===== config.mk =====
export PLATFORM = sky130hd
export DESIGN_NAME = noc2validready_handshake_adapter
export DESIGN_NICKNAME = d
export VERILOG_FILES = /design/src/rtl/noc2validready_handshake_adapter.sv
export SDC_FILE = /design/constraint.sdc
export NUM_CORES = 1
export LEC_CHECK = 0
export CAP_MARGIN = 40
export CORE_ASPECT_RATIO = 1.2
export CORE_MARGIN = 4
export CORE_UTILIZATION = 50
export CTS_BUF_LIST = sky130_fd_sc_hd__clkbuf_8
export CTS_CLUSTER_DIAMETER = 100
export DETAILED_ROUTE_END_ITERATION = 10
export PLACE_DENSITY_LB_ADDON = 0.05
export SLEW_MARGIN = 0
export SYNTH_ARGS = -nofsm -noshare
export SYNTH_HDL_FRONTEND = slang
export SYNTH_SLANG_ARGS = --single-unit

===== constraint.sdc =====
create_clock -name clk_i -period 3.3 [get_ports clk_i]
set_clock_uncertainty 0.1 [all_clocks]
set_input_delay 0.825 -clock clk_i [delete_from_list [all_inputs] [get_ports clk_i]]
set_output_delay 0.825 -clock clk_i [all_outputs]
set_load 0.01 [all_outputs]

===== src/rtl/noc2validready_handshake_adapter.sv =====
// Receive-side NoC ejection adapter: avail/valid flits into a first-word-fall-through FIFO,
// presented to a local consumer on a valid/ready interface.
module noc2validready_handshake_adapter #(
   parameter int unsigned FlitWidth = 64,
   parameter int unsigned Depth     = 4,
   localparam int unsigned PtrW     = $clog2(Depth),
   localparam int unsigned CntW     = $clog2(Depth) + 1
) (
   input  logic                 clk_i,
   input  logic                 rst_ni,
   input  logic [FlitWidth-1:0] noc_flit_i,
   input  logic                 noc_valid_i,
   output logic                 noc_avail_o,
   output logic [FlitWidth-1:0] m_data_o,
   output logic                 m_valid_o,
   input  logic                 m_ready_i,
   output logic [CntW-1:0]      occupancy_o,
   output logic                 protocol_error_o
);

   logic [FlitWidth-1:0] mem_q [Depth];
   logic [PtrW-1:0]      wr_ptr_q, wr_ptr_d;
   logic [PtrW-1:0]      rd_ptr_q, rd_ptr_d;
   logic [CntW-1:0]      count_q, count_d;
   logic                 avail_q, avail_d;
   logic                 err_q, err_d;

   logic push, pop, full, wr_en;

   assign push  = noc_valid_i;
   assign pop   = m_valid_o & m_ready_i;
   assign full  = (count_q == CntW'(Depth));
   // A full FIFO still accepts a flit when the head leaves in the same cycle.
   assign wr_en = push & (~full | pop);

   always_comb begin
      wr_ptr_d = wr_ptr_q;
      rd_ptr_d = rd_ptr_q;
      count_d  = count_q;
      err_d    = err_q;

      if (wr_en) begin
         wr_ptr_d = wr_ptr_q + PtrW'(1);
      end
      if (pop) begin
         rd_ptr_d = rd_ptr_q + PtrW'(1);
      end

      unique case ({wr_en, pop})
         2'b10:   count_d = count_q + CntW'(1);
         2'b01:   count_d = count_q - CntW'(1);
         default: count_d = count_q;
      endcase

      if (push && !wr_en) begin
         err_d = 1'b1;
      end

      // Keep room for a flit already in flight plus one more; pops are not credited early.
      avail_d = (count_d <= CntW'(Depth - 2));
   end

   always_ff @(posedge clk_i or negedge rst_ni) begin
      if (!rst_ni) begin
         wr_ptr_q <= '0;
         rd_ptr_q <= '0;
         count_q  <= '0;
         avail_q  <= 1'b0;
         err_q    <= 1'b0;
      end else begin
         wr_ptr_q <= wr_ptr_d;
         rd_ptr_q <= rd_ptr_d;
         count_q  <= count_d;
         avail_q  <= avail_d;
         err_q    <= err_d;
      end
   end

   // Storage array is intentionally not reset.
   always_ff @(posedge clk_i) begin
      if (wr_en) begin
         mem_q[wr_ptr_q] <= noc_flit_i;
      end
   end

   assign m_valid_o        = (count_q != '0);
   assign m_data_o         = mem_q[rd_ptr_q];
   assign noc_avail_o      = avail_q;
   assign occupancy_o      = count_q;
   assign protocol_error_o = err_q;

endmodule


-- Yosys cells after proc, flatten, opt, wreduce, memory -nomap -nowiden
Memories as Yosys holds them, arrays and structs flattened.
Index checks and enable logic that the tools add are counted.
- output and inout port bits: 70
- memories: 1
- bits in registers: 9
- bits in writable memories: 256
- input port bits: 68
- word-level logic and storage cells: 24
- bitwise operators: 4
- eq/ne operators: 3
- reduce and logical (&&, ||, !) cells: 3
- mux-type cells: 3
- add/subtract/negate cells: 4
- magnitude comparators: 1
- memories (name ; words ; bits a word ; rd ports ; clocked after Yosys merged registers in ; write ports ; line ; RTL):
    mem_q ; 4 ; 64 ; 1 ; 0 ; 1 ; 21 ; logic [FlitWidth-1:0] mem_q [Depth];
- operators with widths (kind ; number):
    3-bit one-hot mux with 2 select lines ; 1
    2-bit by 1-bit adder with 2-bit output, second input constant ; 2
    3-bit by 1-bit adder with 3-bit output, second input constant ; 1
    3-bit == test, second input constant ; 1
    3-bit by 2-bit <= comparator with 1-bit output, second input constant ; 1
    3-bit nonzero test ; 1
    3-bit by 1-bit subtractor with 3-bit output, second input constant ; 1
    1-bit AND ; 2
    2-bit by 1-bit == test with 1-bit output, second input constant ; 1
    2-bit == test, second input constant ; 1
    1-bit 2-to-1 mux ; 2
    1-bit logical AND ; 1
    1-bit logical NOT ; 1
    1-bit NOT ; 1
    1-bit OR ; 1

-- Logic depth before layout (Yosys ltp)
Gate-level depths: netlist (run 1).
- word-level depth: 7
- gate-level depth with buffers: 8
- gate-level depth less buffers: 7

-- Least setup slack after synthesis (run 1)
No wires, ideal clock.
- path kind: input to register
- from: in noc_valid_i
- to: mem mem_q[0][0], enable pin
- data required time: 2.771 ns
- slack: 0.063 ns
- data arrival time: 2.708 ns
- path buffers: 1
- stages on the path: 3
- library setup time: 0.429 ns
- path through: buf_4 o21a_1 and2_1
- longest elaborated chain between the ends: 3
- RTL lines (what ; line ; RTL):
    start: declaration ; 12 ; input logic noc_valid_i,
    1-bit AND ; 34 ; assign wr_en = push & (~full | pop);
    1-bit 2-to-1 mux ; 81 ; if (wr_en) begin
    1-bit 2-to-1 mux (not written as such) ; 82 ; mem_q[wr_ptr_q] <= noc_flit_i;
    end: declaration ; 21 ;
Every way passes these cells.

-- Final worst setup path (run 1)
- from: reg rd_ptr_q[0]
- to: out m_data_o[49]
- longest elaborated chain between the ends: 1
- RTL lines (what ; line ; RTL):
    start: declaration ; 23 ; logic [PtrW-1:0] rd_ptr_q, rd_ptr_d;
    start signal: assignment ; 72 ; rd_ptr_q <= rd_ptr_d;
    memory read 4 x 64 bit ; n/a ;
    end: declaration ; 14 ; output logic [FlitWidth-1:0] m_data_o,
Every way passes these cells.

==> impl_metrics.tcl, run 1 <==
set metrics [dict create \
    grt_first_pass_wirelength_um 28500 \
    core_um2 19100 \
    critPathSlowestCell "mux4_2" \
    first_pass_iters 4 \
    yosysSeqAreaShare 0.806 \
    tightestPinTransition_ns 0.471 \
    port_buffers 137 \
    max_freq_ghz 0.310 \
    cts-root-buf "clkbuf_8" \
    cts_buffer_depth 3 \
    clk_pin_slew_worst_paths_ns 0.06 \
    peakVddDrop_uv 539 \
    cp-startpoint "rd_ptr_q[0]$_DFFE_PN0N_" \
    cts.sinks 265 \
    postRouteAntennaNets 0 \
    avgViaCountPerCell 5.34 \
    drive_gt1_frac 0.248 \
    pre_cts_slack_ns 0.231 \
    final_cells 870 \
    antenna_found_initial 1 \
    synth_xor_area_frac 0.00446 \
    min-delay-start "protocol_error_o$_DFFE_PN0P_" \
    crit_fanout 13 \
    gp_congestion 0.740 \
    crit_chain "buf_12 > buf_12 > mux4_2 > clkdlybuf4s50_1" \
    synth_top_family_by_area "multiplexers" \
    wirelength_um 18600 \
    crit_type "reg2out" \
    reg2reg_from "occupancy_o[1]$_DFF_PN0_" \
    powerDensity_nw_per_um2 877 \
    slowest_delay_ns 0.54 \
    finalWorstSetupSlack_ns 0.0768 \
    finalCriticalPeriod_ns 3.22 \
    insertion_delay_ns 0.52 \
    worst-endpoint-arrival_ns 2.30 \
    met3_usage 0.0545 \
    yosysWarnings 0 \
    yosys-mux-area-fraction 0.148 \
    whs_ns 0.373 \
    n_fill_cell 1268 \
    p_total_uw 11000 \
    hold_violations 0 \
    yosysUniqueCellTypes 35 \
    die_y_um 161 \
    period_share 0.977 \
    syn-num-nets 468 \
    hold_class "reg2reg" \
    numCtsBuffers 42 \
    dpl.hpwl_um 11300 \
    rows 55 \
    start_util 0.515 \
    cp-end-kind "output pin" \
    setup_violations 0 \
    avgSynthCellArea_um2 24.8 \
    ys_ff_latch 265 \
    drc 0 \
    ios 138 \
    startpoint_type "flop" \
    synth.cell_area_um2 9810 \
    required_ns 2.37 \
    dp.cells 790 \
    synth_compound_area_frac 0.00803 \
    path_buf_inv 3 \
    maxCapViolations 0 \
    syn_to_final_growth_pct 28.1 \
    die_area_um2 21900 \
    grt_use_met2 0.287 \
    die_w_um 136 \
    cts_tree "built" \
    grt_pass1_vias 5070 \
    h-tree-depth 2 \
    cp_common_cell "buf_12" \
    antenna_cells 0 \
    grt_max_degree 42 \
    routed-via-count 4648 \
    final_core_util 0.660 \
    slew_violations 0 \
    globalRouteTotalUtil 0.172 \
    max_slew_margin 0.685 \
    final_nets 661 \
    busiest_layer "met2" \
    wl_per_cell_um 21.3 \
    synth-simple-area-share 0.0167 \
    use_met1 0.218 \
    path_delay_family "buffers and inverters" \
    synthCells 395 \
    dr.first_iter.drc_count 218 \
    outcome "completed" \
    synthAdderAreaFrac 0.00714 \
    p_leak_uw 0.00425 \
    global_route.overflow_total 0 \
]
path summary, 6_finish.rpt:
| check | to | slack (ns) | depth (start not counted) |
|---|---|---|---|
| worst min-delay path | protocol_error_o$_DFFE_PN0P_ | 0.37 | 1 |
| worst max register to register | noc_avail_o$_DFF_PN0_ | 0.58 | 6 |
| min in group asynchronous | occupancy_o[2]$_DFF_PN0_ | 0.53 | 1 |
| max in group asynchronous | rd_ptr_q[1]$_DFFE_PN0N_ | 2.20 | 1 |
| worst max-delay path | m_data_o[49] | 0.08 | 4 |
| worst min register to register | protocol_error_o$_DFFE_PN0P_ | 0.37 | 1 |
cell usage after synthesis:
| library cell | instances | area share |
|---|---|---|
| buf_2 | 8 | 0.0041 |
| nor2b_4 | 1 | 0.0014 |
| xor2_1 | 1 | 0.00089 |
| buf_6 | 1 | 0.0011 |
| a311oi_1 | 1 | 0.00089 |
| nand2_1 | 4 | 0.0015 |
| a211oi_2 | 1 | 0.0013 |
| a21oi_1 | 1 | 0.00051 |
| nor2_1 | 4 | 0.0015 |
| or4_4 | 1 | 0.0011 |
| mux2_2 | 1 | 0.0011 |
| dfrtp_1 | 9 | 0.023 |
| ha_1 | 4 | 0.0051 |
| buf_4 | 1 | 0.00077 |
| or3_2 | 1 | 0.00077 |
| nand3_1 | 2 | 0.0010 |
| nand2b_1 | 1 | 0.00064 |
| nor4b_1 | 1 | 0.00089 |
| xnor2_1 | 4 | 0.0036 |
| and2_1 | 5 | 0.0032 |
| inv_1 | 2 | 0.00077 |
| and2b_1 | 1 | 0.00077 |
| buf_1 | 2 | 0.00077 |
| mux4_2 | 64 | 0.15 |
| nand4bb_1 | 1 | 0.0011 |
| o21a_1 | 1 | 0.00077 |
| o22a_1 | 1 | 0.00089 |
| o31ai_1 | 1 | 0.00077 |
| nor3b_1 | 2 | 0.0015 |
| o21ai_0 | 4 | 0.0020 |
| clkbuf_1 | 5 | 0.0019 |
| and3_4 | 1 | 0.0011 |
| fa_1 | 1 | 0.0020 |
| a31o_2 | 1 | 0.00089 |
| edfxtp_1 | 256 | 0.78 |
timing repair:
action	CTS	global route
endpoints found under the setup margin	54	26
gates resized for setup	9	5
hold buffers	0	0
buffers inserted	4	3
cloned	0	3
sequential cells by signal, indices dropped and copies added (netlist names):
signal            count
mem_q               256
noc_avail_o           1
occupancy_o           3
protocol_error_o      1
rd_ptr_q              2
wr_ptr_q              2
final cells by class:
class	instances	area (µm²)	area share
flip-flops and latches	265	7920	0.630
multi-input cells	111	1820	0.145
well taps	256	320	0.0255
clock inverters	25	95.1	0.00756
inverters	2	7.51	0.000597
clock buffers	45	619	0.0492
repair buffers	166	1790	0.143
placed cells by master (no fill, tap or decap), drive strengths merged, types with 4 or more instances in the layout:
cell	n
edfxtp	256
nor2	4
dlygate4sd2	8
xnor2	4
inv	22
dfrtp	9
dlymetal6s2s	4
mux4	64
clkdlybuf4s50	125
and2	5
clkbuf	49
ha	4
clkinv	5
nand2	4
buf	25
o21ai	4
per-layer routing:
| layer | up-vias | wire [µm] |
|---|---|---|
| met1 | 2403 | 7310 |
| met4 | 2 | 289 |
| met2 | 146 | 9570 |
| met5 | - | 13 |
| met3 | 27 | 1380 |
| li1 | 2070 | - |
cell families after synthesis:
kind of cell	count (synthesis)
compound gates	11
xor+xnor	5
fa+ha+maj	5
buf+inv	19
flops	265
mux	65
simple gates	25
stage by stage:
step	setup TNS, ns	cell area [µm²]
finish	0	12600
global route	-0.0358	12600
CTS	0	12500
detailed placement	0	11700
global placement	0	11700
floorplan	0	9810
power by group:
part	total, µW	switching (µW)	internal [µW]
clock	2360	1130	1240
combinational	4010	1750	2250
sequential	4660	220	4440
No activity file was read; power rests on OpenSTA's default activity.
==> inputs of run 2 (changes only) <==
- CORE_MARGIN: 4 -> 2
==> run 2 against run 1 <==
  * Final cell count decreased by 1.0%
  * Core utilization fell by 1.2 points
  * Critical path depth shrank 1
  * Critical endpoint is now m_data_o[35]
  * Combinational power shrank 5%
  * Largest power group unchanged
  * Fmax is 0.36% higher
  * Largest cell class unchanged
  * Power rose by 0.97%
  * Clock power up 13%
  * Via count is 1.0% lower
==> impl_metrics.tcl, run 2 (synthesis gave the netlist of run 1 again) <==
set metrics [dict create \
    outcome "completed" \
    period_share 0.973 \
    globalRouteTotalUtil 0.179 \
    grt_first_pass_wirelength_um 28000 \
    grt_pass1_vias 5102 \
    antenna_found_initial 0 \
    gp_congestion 0.682 \
    p_leak_uw 0.00419 \
    hold_violations 0 \
    r2r_slack_ns 0.55 \
    max_slew_margin 0.695 \
    cts_buffer_depth 3 \
    start_util 0.506 \
    port_buffers 137 \
    peakVddDrop_uv 461 \
    routed-via-count 4601 \
    crit_fanout 14 \
    wirelength_um 18300 \
    required_ns 2.37 \
    final_nets 651 \
    rows 56 \
    ctsHoldBuffers 0 \
    cts_tree "built" \
    r2r_cells 6 \
    drive_gt1_frac 0.248 \
    h-tree-depth 2 \
    min-delay-start "protocol_error_o$_DFFE_PN0P_" \
    cts.sinks 265 \
    startpoint_type "flop" \
    grt_max_degree 50 \
    final_common_cell "edfxtp_1" \
    clk_pin_slew_worst_paths_ns 0.06 \
    dpl.hpwl_um 10800 \
    largest_reg_flops 256 \
    wl_per_cell_um 21.3 \
    tightestPinTransition_ns 0.456 \
    cts-root-buf "clkbuf_8" \
    finalCriticalPeriod_ns 3.21 \
    postRouteAntennaNets 0 \
    cp-end-kind "output pin" \
    powerDensity_nw_per_um2 886 \
    die_area_um2 20800 \
    worstReg2RegEnd "noc_avail_o$_DFF_PN0_" \
    worst-endpoint-arrival_ns 2.29 \
    antenna_cells 0 \
    final_cell_mix "edfxtp_1, clkdlybuf4s50_1, mux4_2" \
    finalWorstSetupSlack_ns 0.0882 \
    dp.cells 793 \
    insertion_delay_ns 0.52 \
    regMostFlops "mem_q" \
    first_pass_iters 4 \
    die_w_um 132 \
    crit_type "reg2out" \
    whs_ns 0.386 \
    pre_cts_slack_ns 0.190 \
    p_total_uw 11100 \
    numCtsBuffers 41 \
    avgViaCountPerCell 5.34 \
    hold_depth 1 \
    reg2reg_from "occupancy_o[1]$_DFF_PN0_" \
    drc 0 \
    hold_class "reg2reg" \
    ios 138 \
    setup_violations 0 \
    die_y_um 157 \
    worstHoldEndpoint "protocol_error_o$_DFFE_PN0P_" \
    cp-startpoint "rd_ptr_q[0]$_DFFE_PN0N_" \
    dr.first_iter.drc_count 230 \
    syn_to_final_growth_pct 28.1 \
    global_route.overflow_total 0 \
    max_freq_ghz 0.311 \
    final_cells 861 \
    core_um2 19400 \
    slew_violations 0 \
    maxCapViolations 0 \
]
run 2: cell count changes in the layout (fill, tap and decap cells not counted), moves of 2 or more:
| cell | delta |
|---|---|
| buf_4 | -8 |
| bufinv_16 | +4 |
| clkbuf_8 | -2 |
| clkdlybuf4s50_1 | -13 |
| clkinv_1 | +3 |
| clkinv_2 | +3 |
| dlygate4sd2_1 | +16 |
| dlymetal6s2s_1 | -3 |
| inv_1 | -14 |
run 2: layout make-up:
cell class / instances / area [µm²]
Inverter: 2 / 7.51
Clock inverter: 22 / 196
Fill cell: 1349 / 6840
Multi-Input combinational cell: 111 / 1820
Tap cell: 261 / 327
Timing Repair Buffer: 157 / 1710
Sequential cell: 265 / 7920
Clock buffer: 43 / 592
run 2: what timing repair did:
action                     in CTS  in global routing
gates cloned                    0                  2
gates resized for setup        25                  3
setup buffers                   0                  1
setup endpoints to repair      30                 38
run 2: critical path, cell delays in order, from the launching register on:
cell and delay (ns):
dfrtp_4 0.50, clkbuf_16 0.23, mux4_2 0.53, clkdlybuf4s50_1 0.49
run 2: per-layer routing:
layer  track usage  part of all wire  vias up
li1              -                 -     2051
met1         0.216              0.40     2408
met2         0.317              0.53      118
met3        0.0464             0.050       24
met4        0.0569             0.014        0
met5             0                 0        -
run 2: metrics by stage:
step                 util  area [µm²]  setup TNS [ns]
floorplan               -        9810               0
global placement    0.605       11700               0
detailed placement  0.605       11700               0
CTS                 0.644       12500         -0.0229
global route        0.648       12600        -0.00203
finish              0.648       12600               0
run 2: worst max path at each step:
stage                                  endpoint  slack, ns  cells past startpoint
after floorplan           mem_q[0][0]$_DFFE_PP_       0.06                      3
after global placement    noc_avail_o$_DFF_PN0_       0.29                      7
after detailed placement  noc_avail_o$_DFF_PN0_       0.19                      7
after CTS                          m_data_o[26]      -0.01                      3
after global routing               m_data_o[11]     -0.002                      3
final                              m_data_o[35]       0.09                      3
run 2: power breakdown:
part / total [µW] / internal [µW] / switching (µW)
clock network: 2670 / 1510 / 1160
logic: 3820 / 2090 / 1730
registers: 4650 / 4440 / 207
total: 11100 / 8030 / 3100
